--- src/rtl/msf_pkg.sv ---
// Shared types and constants for the MSF minute-frame decoder.
package msf_pkg;

    // Sequencer states.
    typedef enum logic {
        ST_SYNC_WAIT = 1'b0,
        ST_RECEIVE   = 1'b1
    } msf_state_e;

    localparam int unsigned SEC_CNT_W = 6;

    // Second numbers of the captured regions within a frame.
    localparam int unsigned SEC_SHIFT_FIRST = 17;
    localparam int unsigned SEC_SHIFT_LAST  = 51;
    localparam int unsigned SEC_MARK_FIRST  = 52;
    localparam int unsigned SEC_MARK_LAST   = 59;
    localparam int unsigned SEC_PAR_FIRST   = 54;
    localparam int unsigned SEC_PAR_LAST    = 57;

    localparam int unsigned SHIFT_W = SEC_SHIFT_LAST - SEC_SHIFT_FIRST + 1;
    localparam int unsigned MARK_W  = SEC_MARK_LAST - SEC_MARK_FIRST + 1;
    localparam int unsigned PAR_W   = SEC_PAR_LAST - SEC_PAR_FIRST + 1;

    // Field start/end seconds of the A-bit time code.
    localparam int unsigned YEAR_FIRST       = 17;
    localparam int unsigned YEAR_LAST        = 24;
    localparam int unsigned MONTH_FIRST      = 25;
    localparam int unsigned MONTH_LAST       = 29;
    localparam int unsigned DAY_FIRST        = 30;
    localparam int unsigned DAY_LAST         = 35;
    localparam int unsigned WDAY_FIRST       = 36;
    localparam int unsigned WDAY_LAST        = 38;
    localparam int unsigned HOUR_FIRST       = 39;
    localparam int unsigned HOUR_UNITS_FIRST = 41;
    localparam int unsigned HOUR_LAST        = 44;
    localparam int unsigned MIN_FIRST        = 45;
    localparam int unsigned MIN_UNITS_FIRST  = 48;
    localparam int unsigned MIN_LAST         = 51;

    // Odd-parity groups; each is closed by B bit 54..57 in order.
    localparam int unsigned PG0_FIRST = YEAR_FIRST;
    localparam int unsigned PG0_LAST  = YEAR_LAST;
    localparam int unsigned PG1_FIRST = MONTH_FIRST;
    localparam int unsigned PG1_LAST  = DAY_LAST;
    localparam int unsigned PG2_FIRST = WDAY_FIRST;
    localparam int unsigned PG2_LAST  = WDAY_LAST;
    localparam int unsigned PG3_FIRST = HOUR_FIRST;
    localparam int unsigned PG3_LAST  = MIN_LAST;

    localparam logic [MARK_W-1:0] MSF_MARKER = 8'b0111_1110;

    // Decoded time payload handed to the digit counters.
    typedef struct packed {
        logic [1:0] hour_tens;
        logic [3:0] hour_units;
        logic [2:0] min_tens;
        logic [3:0] min_units;
    } msf_time_t;

    // Bit position of a given second inside the shift register (second 51 lands in bit 0).
    function automatic int unsigned shift_idx(input int unsigned sec);
        return SEC_SHIFT_LAST - sec;
    endfunction

endpackage

--- src/rtl/msf_frame_check.sv ---
// Combinational frame validation: marker, odd parity groups and BCD ranges.
module msf_frame_check
    import msf_pkg::*;
(
    input  logic [SHIFT_W-1:0] shift_reg,
    input  logic [MARK_W-1:0]  marker_reg,
    input  logic [PAR_W-1:0]   parity_reg,
    output logic               frame_ok,
    output msf_time_t          fields
);

    localparam int unsigned HT_MSB  = shift_idx(HOUR_FIRST);
    localparam int unsigned HU_MSB  = shift_idx(HOUR_UNITS_FIRST);
    localparam int unsigned MT_MSB  = shift_idx(MIN_FIRST);
    localparam int unsigned MU_MSB  = shift_idx(MIN_UNITS_FIRST);

    localparam int unsigned PG0_MSB = shift_idx(PG0_FIRST);
    localparam int unsigned PG0_LSB = shift_idx(PG0_LAST);
    localparam int unsigned PG1_MSB = shift_idx(PG1_FIRST);
    localparam int unsigned PG1_LSB = shift_idx(PG1_LAST);
    localparam int unsigned PG2_MSB = shift_idx(PG2_FIRST);
    localparam int unsigned PG2_LSB = shift_idx(PG2_LAST);
    localparam int unsigned PG3_MSB = shift_idx(PG3_FIRST);
    localparam int unsigned PG3_LSB = shift_idx(PG3_LAST);

    logic [PAR_W-1:0] par_ok;
    logic             marker_ok;
    logic             hour_ok;
    logic             min_ok;

    // Extract BCD fields and evaluate every acceptance condition.
    always_comb begin
        fields            = '0;
        fields.hour_tens  = shift_reg[HT_MSB -: 2];
        fields.hour_units = shift_reg[HU_MSB -: 4];
        fields.min_tens   = shift_reg[MT_MSB -: 3];
        fields.min_units  = shift_reg[MU_MSB -: 4];

        // Parity register bit 3 holds 54B, bit 0 holds 57B.
        par_ok    = '0;
        par_ok[3] = ^{shift_reg[PG0_MSB:PG0_LSB], parity_reg[3]};
        par_ok[2] = ^{shift_reg[PG1_MSB:PG1_LSB], parity_reg[2]};
        par_ok[1] = ^{shift_reg[PG2_MSB:PG2_LSB], parity_reg[1]};
        par_ok[0] = ^{shift_reg[PG3_MSB:PG3_LSB], parity_reg[0]};

        marker_ok = (marker_reg == MSF_MARKER);

        hour_ok = (fields.hour_units <= 4'd9) &&
                  ((fields.hour_tens < 2'd2) ||
                   ((fields.hour_tens == 2'd2) && (fields.hour_units <= 4'd3)));
        min_ok  = (fields.min_tens <= 3'd5) && (fields.min_units <= 4'd9);

        frame_ok = marker_ok && (&par_ok) && hour_ok && min_ok;
    end

endmodule

--- src/rtl/msf_frame_decoder.sv ---
// MSF minute-frame sequencer: captures per-second bits and issues a time load on a good frame.
module msf_frame_decoder
    import msf_pkg::*;
#(
    parameter int unsigned FRAME_LEN = 60
) (
    input  logic       clk_i,
    input  logic       rst_i,
    input  logic       sec_strobe_i,
    input  logic       minute_mark_i,
    input  logic       bit_a_i,
    input  logic       bit_b_i,
    output logic       load_o,
    output logic [1:0] hour_tens_o,
    output logic [3:0] hour_units_o,
    output logic [2:0] min_tens_o,
    output logic [3:0] min_units_o,
    output logic       synced_o,
    output logic       frame_err_o
);

    localparam logic [SEC_CNT_W-1:0] LAST_SEC = SEC_CNT_W'(FRAME_LEN - 1);

    msf_state_e           state_q, state_d;
    logic [SEC_CNT_W-1:0] sec_cnt_q, sec_cnt_d;
    logic [SEC_CNT_W-1:0] sec_next;
    logic [SHIFT_W-1:0]   shift_q, shift_d;
    logic [MARK_W-1:0]    marker_q, marker_d;
    logic [PAR_W-1:0]     parity_q, parity_d;
    msf_time_t            time_q, time_d;
    logic                 load_d;
    logic                 err_d;
    logic                 synced_d;

    logic                 frame_ok;
    msf_time_t            fields;

    msf_frame_check u_check (
        .shift_reg  (shift_q),
        .marker_reg (marker_q),
        .parity_reg (parity_q),
        .frame_ok   (frame_ok),
        .fields     (fields)
    );

    // Next-state, capture and output decode.
    always_comb begin
        state_d   = state_q;
        sec_cnt_d = sec_cnt_q;
        shift_d   = shift_q;
        marker_d  = marker_q;
        parity_d  = parity_q;
        time_d    = time_q;
        load_d    = 1'b0;
        err_d     = 1'b0;
        sec_next  = sec_cnt_q + SEC_CNT_W'(1);

        unique case (state_q)
            ST_SYNC_WAIT: begin
                if (sec_strobe_i && minute_mark_i) begin
                    state_d   = ST_RECEIVE;
                    sec_cnt_d = '0;
                end
            end
            ST_RECEIVE: begin
                if (sec_strobe_i) begin
                    if (minute_mark_i) begin
                        // Mark closes the frame and starts the next one immediately.
                        sec_cnt_d = '0;
                        if ((sec_cnt_q == LAST_SEC) && frame_ok) begin
                            load_d = 1'b1;
                            time_d = fields;
                        end else begin
                            err_d = 1'b1;
                        end
                    end else if (sec_cnt_q == LAST_SEC) begin
                        // Overlong minute (e.g. leap second): drop sync.
                        err_d     = 1'b1;
                        state_d   = ST_SYNC_WAIT;
                        sec_cnt_d = '0;
                    end else begin
                        sec_cnt_d = sec_next;
                        if ((sec_next >= SEC_CNT_W'(SEC_SHIFT_FIRST)) &&
                            (sec_next <= SEC_CNT_W'(SEC_SHIFT_LAST))) begin
                            shift_d = {shift_q[SHIFT_W-2:0], bit_a_i};
                        end
                        if ((sec_next >= SEC_CNT_W'(SEC_MARK_FIRST)) &&
                            (sec_next <= SEC_CNT_W'(SEC_MARK_LAST))) begin
                            marker_d = {marker_q[MARK_W-2:0], bit_a_i};
                        end
                        if ((sec_next >= SEC_CNT_W'(SEC_PAR_FIRST)) &&
                            (sec_next <= SEC_CNT_W'(SEC_PAR_LAST))) begin
                            parity_d = {parity_q[PAR_W-2:0], bit_b_i};
                        end
                    end
                end
            end
            default: begin
                state_d   = ST_SYNC_WAIT;
                sec_cnt_d = '0;
            end
        endcase

        synced_d = (state_d == ST_RECEIVE);
    end

    // State, capture registers and registered outputs.
    always_ff @(posedge clk_i or posedge rst_i) begin
        if (rst_i) begin
            state_q     <= ST_SYNC_WAIT;
            sec_cnt_q   <= '0;
            shift_q     <= '0;
            marker_q    <= '0;
            parity_q    <= '0;
            time_q      <= '0;
            load_o      <= 1'b0;
            frame_err_o <= 1'b0;
            synced_o    <= 1'b0;
        end else begin
            state_q     <= state_d;
            sec_cnt_q   <= sec_cnt_d;
            shift_q     <= shift_d;
            marker_q    <= marker_d;
            parity_q    <= parity_d;
            time_q      <= time_d;
            load_o      <= load_d;
            frame_err_o <= err_d;
            synced_o    <= synced_d;
        end
    end

    assign hour_tens_o  = time_q.hour_tens;
    assign hour_units_o = time_q.hour_units;
    assign min_tens_o   = time_q.min_tens;
    assign min_units_o  = time_q.min_units;

endmodule
--- config.mk ---
export PLATFORM = sky130hd
export DESIGN_NAME = msf_frame_decoder
export DESIGN_NICKNAME = d
export VERILOG_FILES = /design/src/rtl/msf_pkg.sv /design/src/rtl/msf_frame_check.sv /design/src/rtl/msf_frame_decoder.sv
export SDC_FILE = /design/constraint.sdc
export NUM_CORES = 1
export LEC_CHECK = 0
export ABC_AREA = 1
export BUFFER_PORTS_ARGS = -buffer_cell sky130_fd_sc_hd__buf_2
export CAP_MARGIN = 10
export CORE_MARGIN = 2
export CORE_UTILIZATION = 36
export CTS_CLUSTER_DIAMETER = 30
export CTS_CLUSTER_SIZE = 28
export DETAILED_ROUTE_END_ITERATION = 8
export HOLD_SLACK_MARGIN = 0.08
export MAX_ROUTING_LAYER = met4
export PLACE_DENSITY_LB_ADDON = 0.15
export SLEW_MARGIN = 20
export SYNTH_ARGS = -nofsm -noshare
export SYNTH_HDL_FRONTEND = slang
export SYNTH_SLANG_ARGS = --single-unit
--- constraint.sdc ---
create_clock -name clk_i -period 3.3 [get_ports clk_i]
set_input_delay 0.33 -clock clk_i [delete_from_list [all_inputs] [get_ports clk_i]]
set_output_delay 0.33 -clock clk_i [all_outputs]
set_load 0.01 [all_outputs]
After elaboration in Yosys (flattened, before gate mapping). Index checks and enable logic that the tools add are counted.

Add/sub/neg operators: 1. Magnitude comparators: 11. Equal/unequal tests: 5. Mux-type cells: 19. Bitwise logic cells: 3. Reduce and logical (&&, ||, !) cells: 22.

Operator list (number): 6-bit 2-to-1 mux (4); 6-bit less-or-equal comparator (second input constant) (3); 5-bit AND reduction (3); 14-bit XOR reduction (1); 1-bit 2-to-1 mux (13); 6-bit greater-or-equal comparator (second input constant) (2); 6-bit case mux with 2 select lines (1); 12-bit XOR reduction (1); 1-bit logical AND (11); 9-bit XOR reduction (1); 8-bit by 7-bit == test with 1-bit output (second input constant) (1); 4-bit less-or-equal comparator (second input constant) (2); 4-bit AND reduction (2); 6-bit by 1-bit adder with 6-bit output (second input constant) (1); 6-bit == test (second input constant) (1); 6-bit by 5-bit greater-or-equal comparator with 1-bit output (second input constant) (1); 4-bit by 2-bit less-or-equal comparator with 1-bit output (second input constant) (1); 2-bit != test (second input constant) (2); 4-bit XOR reduction (1); 3-bit less-or-equal comparator (second input constant) (1); 1-bit inverter (3); 2-bit == test (second input constant) (1); 2-bit < comparator (second input constant) (1); 1-bit case mux with 2 select lines (1); other kinds (2) (2).

Register bits: 69. Bits of input ports: 6. Output and inout port bits: 16.

Longest topological paths before layout. Gate-level depths: netlist (run 1).

Depth after elaboration: 11. Mapped depth: 17. Gate-level depth less buffers: 16.

Cells and area by module. From an unflattened synthesis (run 1), not the netlist that was laid out.

Cell total of the unflattened synthesis: 526. Area, all modules: 3946.3 µm².

By module, submodules not included: msf_frame_decoder (times used 1, cells each 338, area each 3017.9 µm²); msf_frame_check (times used 1, cells each 188, area each 928.4 µm²).

Worst setup path after synthesis (run 1). No wires, ideal clock.

Path kind: reg-to-reg. Start point: register shift_q[9]. End point: register time_q, in the netlist hour_tens_o[0]. Library setup time: 117 ps. Arrival time: 1730 ps. Data required time: 3183 ps. Setup slack: 1453 ps. Stages on the path, launching flop included: 18. Cell sequence: dfrtp_1 > inv_1 > ha_1 > inv_1 > nand2_1 > nand2_1 > nand2_1 > nand2_1 > nand2_1 > nand2_1 > nand2_1 > nand2_1 > nand2_1 > nor2_4 > nand2_4 > buf_6 > nand2_1 > nand2_1.

Word-level cells in the longest chain between the ends: 8.

RTL lines: start: declaration (RTL line msf_frame_decoder.sv:27) `logic [SHIFT_W-1:0] shift_q, shift_d;`; start signal: assignment (RTL line msf_frame_decoder.sv:122) `shift_q <= shift_d;`; 4-bit by 2-bit less-or-equal comparator with 1-bit output (RTL line msf_frame_check.sv:50) `((fields.hour_tens == 2'd2) && (fields.hour_units <= 4'd3)));`; 1-bit logical AND (RTL line msf_frame_check.sv:50); 1-bit logical OR (RTL line msf_frame_check.sv:49) `((fields.hour_tens < 2'd2) ||`; 1-bit logical AND (RTL line msf_frame_check.sv:48) `hour_ok = (fields.hour_units <= 4'd9) &&`; 1-bit logical AND (*) (2 in series) (RTL line msf_frame_check.sv:53) `frame_ok = marker_ok && (&par_ok) && hour_ok && min_ok;`; 1-bit logical AND (*) (RTL line msf_frame_decoder.sv:70) `if ((sec_cnt_q == LAST_SEC) && frame_ok) begin`; 4-bit AND reduction (no source line) (*); end signal: assignment (RTL line msf_frame_decoder.sv:125) `time_q <= time_d;`; end: declaration (RTL line msf_frame_decoder.sv:30) `msf_time_t time_q, time_d;`.

Every way passes the cells marked *; elsewhere a longest branch is shown, timed or not. A chain may end at the register's enable or synchronous reset.

Worst setup path after layout (run 1).
Start point: register sec_cnt_q[0]. End point: register shift_q[3].

Word-level cells in the longest chain between the ends: 4.

RTL lines: start: declaration (RTL line msf_frame_decoder.sv:25) `logic [SEC_CNT_W-1:0] sec_cnt_q, sec_cnt_d;`; start signal: assignment (RTL line msf_frame_decoder.sv:121) `sec_cnt_q <= sec_cnt_d;`; 6-bit by 1-bit adder with 6-bit output (RTL line msf_frame_decoder.sv:56) `sec_next = sec_cnt_q + SEC_CNT_W'(1);`; 6-bit by 5-bit greater-or-equal comparator with 1-bit output or 6-bit less-or-equal comparator (tied branches) (RTL line msf_frame_decoder.sv:83, msf_frame_decoder.sv:84); 1-bit logical AND (RTL line msf_frame_decoder.sv:83) `if ((sec_next >= SEC_CNT_W'(SEC_SHIFT_FIRST)) &&`; 5-bit AND reduction (no source line) (*).

Marked as above.

==> results of run 1 <==
==> how the worst max path moves through the flow <==
stage,from,to,slack (ps),cells past startpoint
floorplan,rst_i,frame_err_o,1230,1
global placement,sec_cnt_q[0],shift_q[8],920,9
detailed placement,sec_cnt_q[0],shift_q[3],930,9
CTS,sec_cnt_q[0],shift_q[0],920,9
global route,sec_cnt_q[0],shift_q[24],690,9
finish,sec_cnt_q[0],shift_q[3],950,9
==> metal layers <==
layer  part of all wire [%]  up-vias  wire length, um
met5                      0        -                0
met4                    2.0        0              150
met3                    2.2       13              162
met2                     45       33             3330
met1                     51     1334             3800
li1                       -     1552                -
==> logic make-up (layout without fill, tap and decap cells) <==
group | after synthesis | in the layout | synth area share (%)
fa+ha+maj | 10 | 10 | 3.26
xor+xnor | 8 | 8 | 2.02
flops | 69 | 69 | 44.9
buf+inv | 74 | 102 | 8.99
simple gates | 278 | 278 | 30.7
compound gates | 50 | 50 | 10.1
==> worst max-delay path: cells and delay by family, from the launching register on <==
kind | cells | cell delay (ps)
AND/OR/NAND/NOR | 6 | 1280
adder cells (fa/ha/maj) | 1 | 250
AO/OA/AOI/OAI | 2 | 260
flip-flops | 1 | 420
==> metrics by stage <==
step | instance area, um2 | hold slack (ps)
6_report | 4250 | 110
5_1_grt | 4250 | 176
4_1_cts | 4250 | 144
3_5_place_dp | 4030 | 453
3_3_place_gp | 4030 | 451
2_1_floorplan | 3840 | 443
==> cell type report <==
cell class,count,area [um2],share of cell area (%)
tap,136,170,4.00
inverter,64,240,5.65
sequential,69,1730,40.6
clock inverter,7,97.6,2.29
clock buffer,9,124,2.91
multi-input combinational,346,1770,41.6
timing repair buffer,22,125,2.94
==> registers in the layout (all words and copies together) (netlist names) <==
signal and flops:
parity_q 4, load_o 1, frame_err_o 1, hour_units_o 4, marker_q 8, hour_tens_o 2, sec_cnt_q 6, min_units_o 4
state_q 1, shift_q 35, min_tens_o 3
==> power by group through the flow <==
stage               Sequential [mW]  Clock, mW  Combinational [mW]
floorplan                     0.971          0               0.338
global placement              0.985          0               0.402
detailed placement            0.988          0               0.413
CTS                           0.972      0.806               0.415
global route                  0.984      0.844               0.483
finish                        0.971      0.785               0.409
==> synthesized netlist by cell type, types with 5 or more instances <==
library cell,n
a21oi_2,6
buf_6,9
dfrtp_1,69
ha_1,10
inv_1,62
nand2_1,202
nand2_2,6
nand3_1,36
nor2_1,17
nor2_2,7
o21ai_0,7
o21ai_1,7
o21ai_2,25
xnor2_1,5
==> impl_results.md, run 1 <==
- Max clock buf depth: 2
- Die extent in x: approximately 110 um
- RR Endpoint: shift_q[3]
- Initial DRT Pass Iterations: 4
- YS warnings: 0
- Crit path max fanout: 70
- Layout cells sized above 1: between 10% and 20%
- Worst setup path class: reg2reg
- Ys async rst share: 100%
- Cell Count, Final, Fillers Out: ~650
- Tot Pwr: 2.16 mW
- WL final: between 7 and 8 mm
- Nets: ~530
- Net Sw Frac: a little under a third
- Clock transition at path regs: ~90 ps
- Reg power frac: 44.9%
- Area growth, synth to finish: 10.7%
- DR WL/cell: 11.4 um
- Post-synthesis cell type count: 27
- Final worst path period share: 71.3%
- Global routing usage on met2: a little under a quarter
- Gpl congestion: 0.824
- Post-CTS Setup Inserts: 0
- Ant. Diodes: 0
- First-pass GRT wire length: ~13 mm
- Max Slew Vio Count: 0
- Leakage: around 2.2 nW
- Port Buf Inserts: 21
- Cell mode on critical path: nand2_1
- Commonest non-fill, non-tap cell in the layout: nand2_1
- Combinational power share: between 10% and 20%
- Starting Density: between 30 and 40%
- PnR worst setup slack: approximately 950 ps
- Routed via count: just under 3k
- Status: finished clean
- Dpl hpwl: 5.34 mm
- Top-area cell type share of the netlist area: between 40% and 50%
- Crit path cell chain: ha_1 > nand3b_1 > nand2_1 > nor2_4 > nand2_1 > o21ai_2 > nand2_4 > nand2_1 > o21ai_2
- Post-CTS Hold Fix Bufs: 0
- Via density: 4.49
- Remaining DRCs: 0
- H-Tree Level Count: 3
- EDFF count, synth: 0
- Yosys reg bits: between 60 and 70
- Final hold vios: 0
- Root Driver: clkbuf_8
- Number of global-route vias before repair: around 2.9k
- Psw: 0.675 mW
- Antenna violations before repair: 0
- CTS buffer count: 9
- Setup-failing EPs final: 0
- Met1 usage: about 20%
- GR peak layer: met2
- Critical Path End Type: flop
- CTS tree: done
- Slew HR: between 30% and 40%
- Remaining global-route overflow: 0
- Most frequent cells in the layout: nand2_1, dfrtp_1, inv_1
- FF-to-FF setup slack: around 950 ps
- Clock Power Share: approximately 36%
- Startpoint Class: flop
- Ports: 22
- Die Y-Extent: 107 um
- Req. time, crit path: around 3500 ps
- Die ar.: about 12000 um2
- RSZ-0062 raised after global routing: no
- Met3 Track Usage GR: around 2.8%
- Worst r2r src: sec_cnt_q[0]
- CP max stage delay: 490 ps
- Hold Crit Class: in2async
- Clock Sinks: between 60 and 70
- Row cnt: 37
- Setup slack after placement: ~900 ps
- Peak VDD IR: roughly 0.25 mV
- Pwr/cell area: 509 nW/um2
- Setup TNS: 0 ps
- Path depth of the worst reg2reg path: 9
- Post-layout min period: 2350 ps
- Top cells by area, synth: dfrtp_1, nand2_1, inv_1, o21ai_2, nand3_1
- Max Cap Viol: 0
- Mapped Nets: between 500 and 600
- Syn Inst Count: between 400 and 500
- Seq/Total Area, Yosys: roughly 45%
- Cts repair resizes: 0
- Drt initial violations: about 110
- Filler instances: ~1.1k
- Cell accounting for the most synthesized area: dfrtp_1
- Top_reg_cell synth: dfrtp_1
- CP max-delay cell: nand2_4
- Post-DRT Antenna Nets: 0
- Core Area: 10300 um2
- Worst Path Arrival: 2560 ps
- Largest net degree at the start of global routing: between 70 and 80
- Overall Global Routing Usage: 15.2%
- Clk_skew: 14.1 ps
- Cell Area, Synth: 3840 um2
- Placed cells: about 640
- Clock latency on the worst-skew pair: 350 ps
- Fmax: ~0.43 GHz
- Slew @ Worst Pin: between 900 and 1000 ps
- Post-layout util: about 41%
- Int Pwr: 1.49 mW
- Post-Syn Area per Cell: 7.86 um2
(Power assumes the default switching activity.)
==> run 2: changes to the inputs <==
==> constraint.sdc (replaced) <==
create_clock -name clk_i -period 2.4 [get_ports clk_i]
set_input_delay 0.24 -clock clk_i [delete_from_list [all_inputs] [get_ports clk_i]]
set_output_delay 0.24 -clock clk_i [all_outputs]
set_load 0.01 [all_outputs]
==> impl_results.md, run 2 (synthesis results as in run 1) <==
- Startpoint Class: flop
- WL final: 7.63 mm
- Row cnt: 37
- First-pass GRT wire length: 13.7 mm
- Post-layout min period: 2080 ps
- Clock transition at path regs: roughly 80 ps
- Starting Density: 37.2%
- Routed via count: 2972
- Final hold vios: 0
- Area growth, synth to finish: 13.7%
- Die extent in x: about 110 um
- DR WL/cell: ~12 um
- Status: finished clean
- Hold path start: bit_b_i
- Leakage: 2.31 nW
- Worst Path Arrival: around 2300 ps
- Crit path cell chain: inv_1 > ha_1 > inv_1 > nand2_1 > nand2_1 > nand2_1 > nand2_1 > nand2_1 > nand2_1 > nand2_1 > nand2_1 > nand2_1 > nor2_4 > nand2_4 > nand2_1 > nand2_1
- CP max stage delay: ~400 ps
- Setup TNS: 0 ps
- Req. time, crit path: 2630 ps
- Port Buf Inserts: 21
- Largest regs: shift_q x35, marker_q x8, sec_cnt_q x6
- H-Tree Level Count: 3
- Clock latency on the worst-skew pair: roughly 340 ps
- Fmax: just under 0.5 GHz
- Largest Register: shift_q
- Overall Global Routing Usage: 15.6%
- CTS tree: done
- Dpl hpwl: roughly 5.7 mm
- Final worst path period share: around 87%
- Largest register FFs: 35
- CP delay by family, top: simple AND/OR/NAND/NOR gates
- Core Area: roughly 10000 um2
- Clk_skew: between 5 and 6 ps
- Nets: 533
- Worst r2r src: shift_q[9]
- Crit path max fanout: 14
- Cell mode on critical path: nand2_1
- Setup-failing EPs final: 0
- Hold Crit Class: in2reg
- Remaining global-route overflow: 0
- Buf/Inv on CP: 2
- Largest net degree at the start of global routing: 49
- Remaining DRCs: 0
- Pwr/cell area: 728 nW/um2
- CTS buffer count: 9
- RSZ-0062 raised after global routing: no
- Die ar.: ~12000 um2
- Peak VDD IR: about 0.27 mV
- Ports: 22
- Number of global-route vias before repair: slightly below 3k
- Tot Pwr: around 3.2 mW
- Commonest non-fill, non-tap cell in the layout: nand2_1
- Drt initial violations: approximately 130
- Critical Path End Type: flop
- Post-DRT Antenna Nets: 0
- Gpl congestion: around 0.76
- PnR worst setup slack: about 320 ps
- Via density: approximately 4.5
- Clock Sinks: approximately 70
- Max Slew Vio Count: 0
- Ant. Diodes: 0
- Antenna violations before repair: 0
- Cts repair resizes: 0
- Max clock buf depth: 2
- Worst setup path class: reg2reg
- Layout cells sized above 1: a little under a fifth
- Initial DRT Pass Iterations: 4
- Filler instances: 1050
- Slew @ Worst Pin: between 500 and 600 ps
- Critical Path Start: shift_q[9]
- Die Y-Extent: between 100 and 150 um
- Root Driver: clkbuf_8
- Most frequent cells in the layout: nand2_1, dfrtp_1, inv_1
- Max Cap Viol: 0
- CP max-delay cell: dfrtp_1
- Slew HR: approximately 63%
- Setup slack after placement: between 200 and 300 ps
==> run 2: worst min-delay path, cell delays in order <==
cell and delay [ps]:
buf_2 90, nand3_1 70, nand2_1 60
==> run 2: final timing paths <==
kind / slack, ps / cells past startpoint / end
worst max-delay path: 320 / 16 / hour_units_o[0]
worst min-delay path: 160 / 3 / parity_q[0]
worst min register to register: 470 / 2 / hour_units_o[3]
min in group asynchronous: 470 / 3 / shift_q[21]
max in group asynchronous: 1310 / 4 / hour_units_o[2]
worst max register to register: 320 / 16 / hour_units_o[0]
==> run 2: where the power goes <==
group	switching [mW]	internal [mW]
Combinational	0.359	0.217
Sequential	0.0909	1.24
Clock	0.468	0.803
Total	0.918	2.26
==> run 2: final cells by class <==
| class | count | area (um2) | share of cell area, % |
|---|---|---|---|
| Multi-Input combinational cell | 346 | 1770 | 40.5 |
| Clock buffer | 9 | 124 | 2.84 |
| Inverter | 64 | 240 | 5.50 |
| Tap cell | 136 | 170 | 3.90 |
| Timing Repair Buffer | 27 | 190 | 4.35 |
| Clock inverter | 7 | 146 | 3.35 |
| Sequential cell | 69 | 1730 | 39.5 |
==> run 2: metal layers <==
| metal | up-vias | GRT usage [%] | routed length (um) |
|---|---|---|---|
| met5 | - | - | 0 |
| met4 | 0 | 5.66 | 67 |
| met3 | 4 | 3.45 | 170 |
| met2 | 29 | 24.5 | 3650 |
| met1 | 1377 | 19.9 | 3750 |
| li1 | 1562 | - | - |
==> run 2: what timing repair did <==
| action | CTS | global route |
|---|---|---|
| setup buffers | 0 | 1 |
| hold endpoints to repair | 21 | 0 |
| setup endpoints to repair | 0 | 4 |
| hold buffers | 1 | 0 |
==> run 2: through the flow <==
stage | cells | hold slack [ps] | util, % | area [um2]
after floorplan | 489 | 382 | - | 3840
after detailed placement | 640 | 307 | 39.5 | 4080
final | 658 | 158 | 42.3 | 4370
after global placement | 640 | 309 | 39.5 | 4080
after global routing | 658 | 139 | 42.3 | 4370
after CTS | 657 | 141 | 42.2 | 4360
==> run 3: changes to the inputs <==
--- a/config.mk
+++ b/config.mk
@@ -14,8 +14,8 @@
 export CTS_CLUSTER_SIZE = 28
 export DETAILED_ROUTE_END_ITERATION = 8
 export HOLD_SLACK_MARGIN = 0.08
-export MAX_ROUTING_LAYER = met4
 export PLACE_DENSITY_LB_ADDON = 0.15
+export REMOVE_ABC_BUFFERS = 1
 export SLEW_MARGIN = 20
 export SYNTH_ARGS = -nofsm -noshare
 export SYNTH_HDL_FRONTEND = slang
==> impl_results.md, run 3 (synthesis results as in run 1) <==
- WL final: 7.29 mm
- Setup-failing EPs final: 0
- Tot Pwr: around 2.7 mW
- Die Y-Extent: 107 um
- CTS buffer count: 9
- Max clock buf depth: 2
- Max Slew Vio Count: 0
- Final hold vios: 0
- Met1 usage: 19.8%
- Root Driver: clkbuf_8
- Die ar.: ~12000 um2
- Design Area, Final: 4270 um2
- CTS tree: done
- Startpoint Class: flop
- Port Buf Inserts: 21
- Gpl congestion: ~0.8
- Cts repair resizes: 0
- Post-CTS Setup Inserts: 0
- Largest register FFs: 35
- Starting Density: a little under two fifths
- Critical Path End Type: flop
- Row cnt: 37
- Status: finished clean
- DR WL/cell: around 11 um
- Worst setup path class: reg2reg
- Fmax: between 0.4 and 0.5 GHz
- Dpl hpwl: between 5 and 6 mm
- Global routing usage on met2: a little under a quarter
- Largest Register: shift_q
- Core Area: between 10000 and 15000 um2
- Leakage: 2.26 nW
- Routed via count: about 2.9k
- Clk_skew: ~12 ps
- Post-DRT Antenna Nets: 0
- Met3 Track Usage GR: approximately 3.3%
- RSZ-0062 raised after global routing: no
- Clock transition at path regs: approximately 80 ps
- Remaining DRCs: 0
- Layout cells sized above 1: between 10% and 20%
- Commonest non-fill, non-tap cell in the layout: nand2_1
- Crit path max fanout: 8
- Drt initial violations: between 100 and 150
- Worst Path Arrival: 2350 ps
- Antenna violations before repair: 0
- Largest regs: shift_q x35, marker_q x8, sec_cnt_q x6
- Post-CTS Hold Fix Bufs: 1
- Req. time, crit path: between 2000 and 3000 ps
- Die extent in x: between 100 and 150 um
- Number of global-route vias before repair: between 2k and 3k
- H-Tree Level Count: 3
- Max Cap Viol: 0
- Hold Crit Class: in2reg
- Overall Global Routing Usage: ~14%
- Slew @ Worst Pin: about 570 ps
- Most frequent cells in the layout: nand2_1, dfrtp_1, inv_1
- Pwr/cell area: 635 nW/um2
- GR peak layer: met2
- Remaining global-route overflow: 0
- Area growth, synth to finish: 11.1%
- Ports: 22
- Largest net degree at the start of global routing: between 40 and 50
- Slew HR: between 60% and 70%
- Setup TNS: 0 ps
- Clock Sinks: 69
- Area after DPL: between 4000 and 5000 um2
- Peak VDD IR: between 0.3 and 0.4 mV
- Clock latency on the worst-skew pair: about 340 ps
- Initial DRT Pass Iterations: 4
- Final worst path period share: a little under 90%
- Nets: between 500 and 600
- Ant. Diodes: 0
- Post-layout util: 41.4%
- First-pass GRT wire length: ~13 mm
- Post-layout min period: about 2100 ps
- Via density: approximately 4.5
run 3: metal layers:
layer | vias up | wire [um]
met4 | 0 | 74
met5 | - | 0
met1 | 1348 | 3750
li1 | 1560 | -
met3 | 6 | 163
met2 | 29 | 3310
run 3: report_power, final:
group	switching (mW)	internal [mW]
registers	0.0911	1.24
logic	0.352	0.217
clock network	0.412	0.396
run 3: worst paths after layout:
| path | startpoint | to | slack, ps | cells after the start |
|---|---|---|---|---|
| setup / recovery | shift_q[7] | min_units_o[3] | 320 | 16 |
| max in group asynchronous | rst_i | min_units_o[2] | 1280 | 4 |
| hold reg to reg | min_tens_o[0] | min_tens_o[0] | 470 | 2 |
| setup reg to reg | shift_q[7] | min_units_o[3] | 320 | 16 |
| min in group asynchronous | rst_i | load_o | 490 | 3 |
| hold / removal | bit_b_i | parity_q[0] | 160 | 3 |
run 3: cell type report:
type                       instances  area, um2
timing repair buffer              27        203
fill                            1066       6050
clock inverter                     2       10.0
inverter                          64        240
clock buffer                      13        149
tap                              136        170
multi-input combinational        346       1770
sequential                        69       1730
run 3: metrics by stage:
| stage | std cells | setup slack (ps) | hold WS, ps |
|---|---|---|---|
| global placement | 641 | 368 | 310 |
| global route | 657 | 45.5 | 152 |
| CTS | 657 | 299 | 144 |
| floorplan | 479 | 376 | 382 |
| finish | 657 | 318 | 159 |
| detailed placement | 641 | 315 | 307 |
run 3: critical path, stage by stage, from the launching register on:
cell and delay (ps):
dfrtp_1 380, inv_1 100, ha_1 340, inv_1 90
nand2_1 70, nand2_1 70, nand2_1 50, nand2_1 50
nand2_1 60, nand2_1 70, nand2_1 40, nand2_1 50
nand2_1 80, nor2_4 200, buf_4 200, nand3_1 90
nand2_1 90
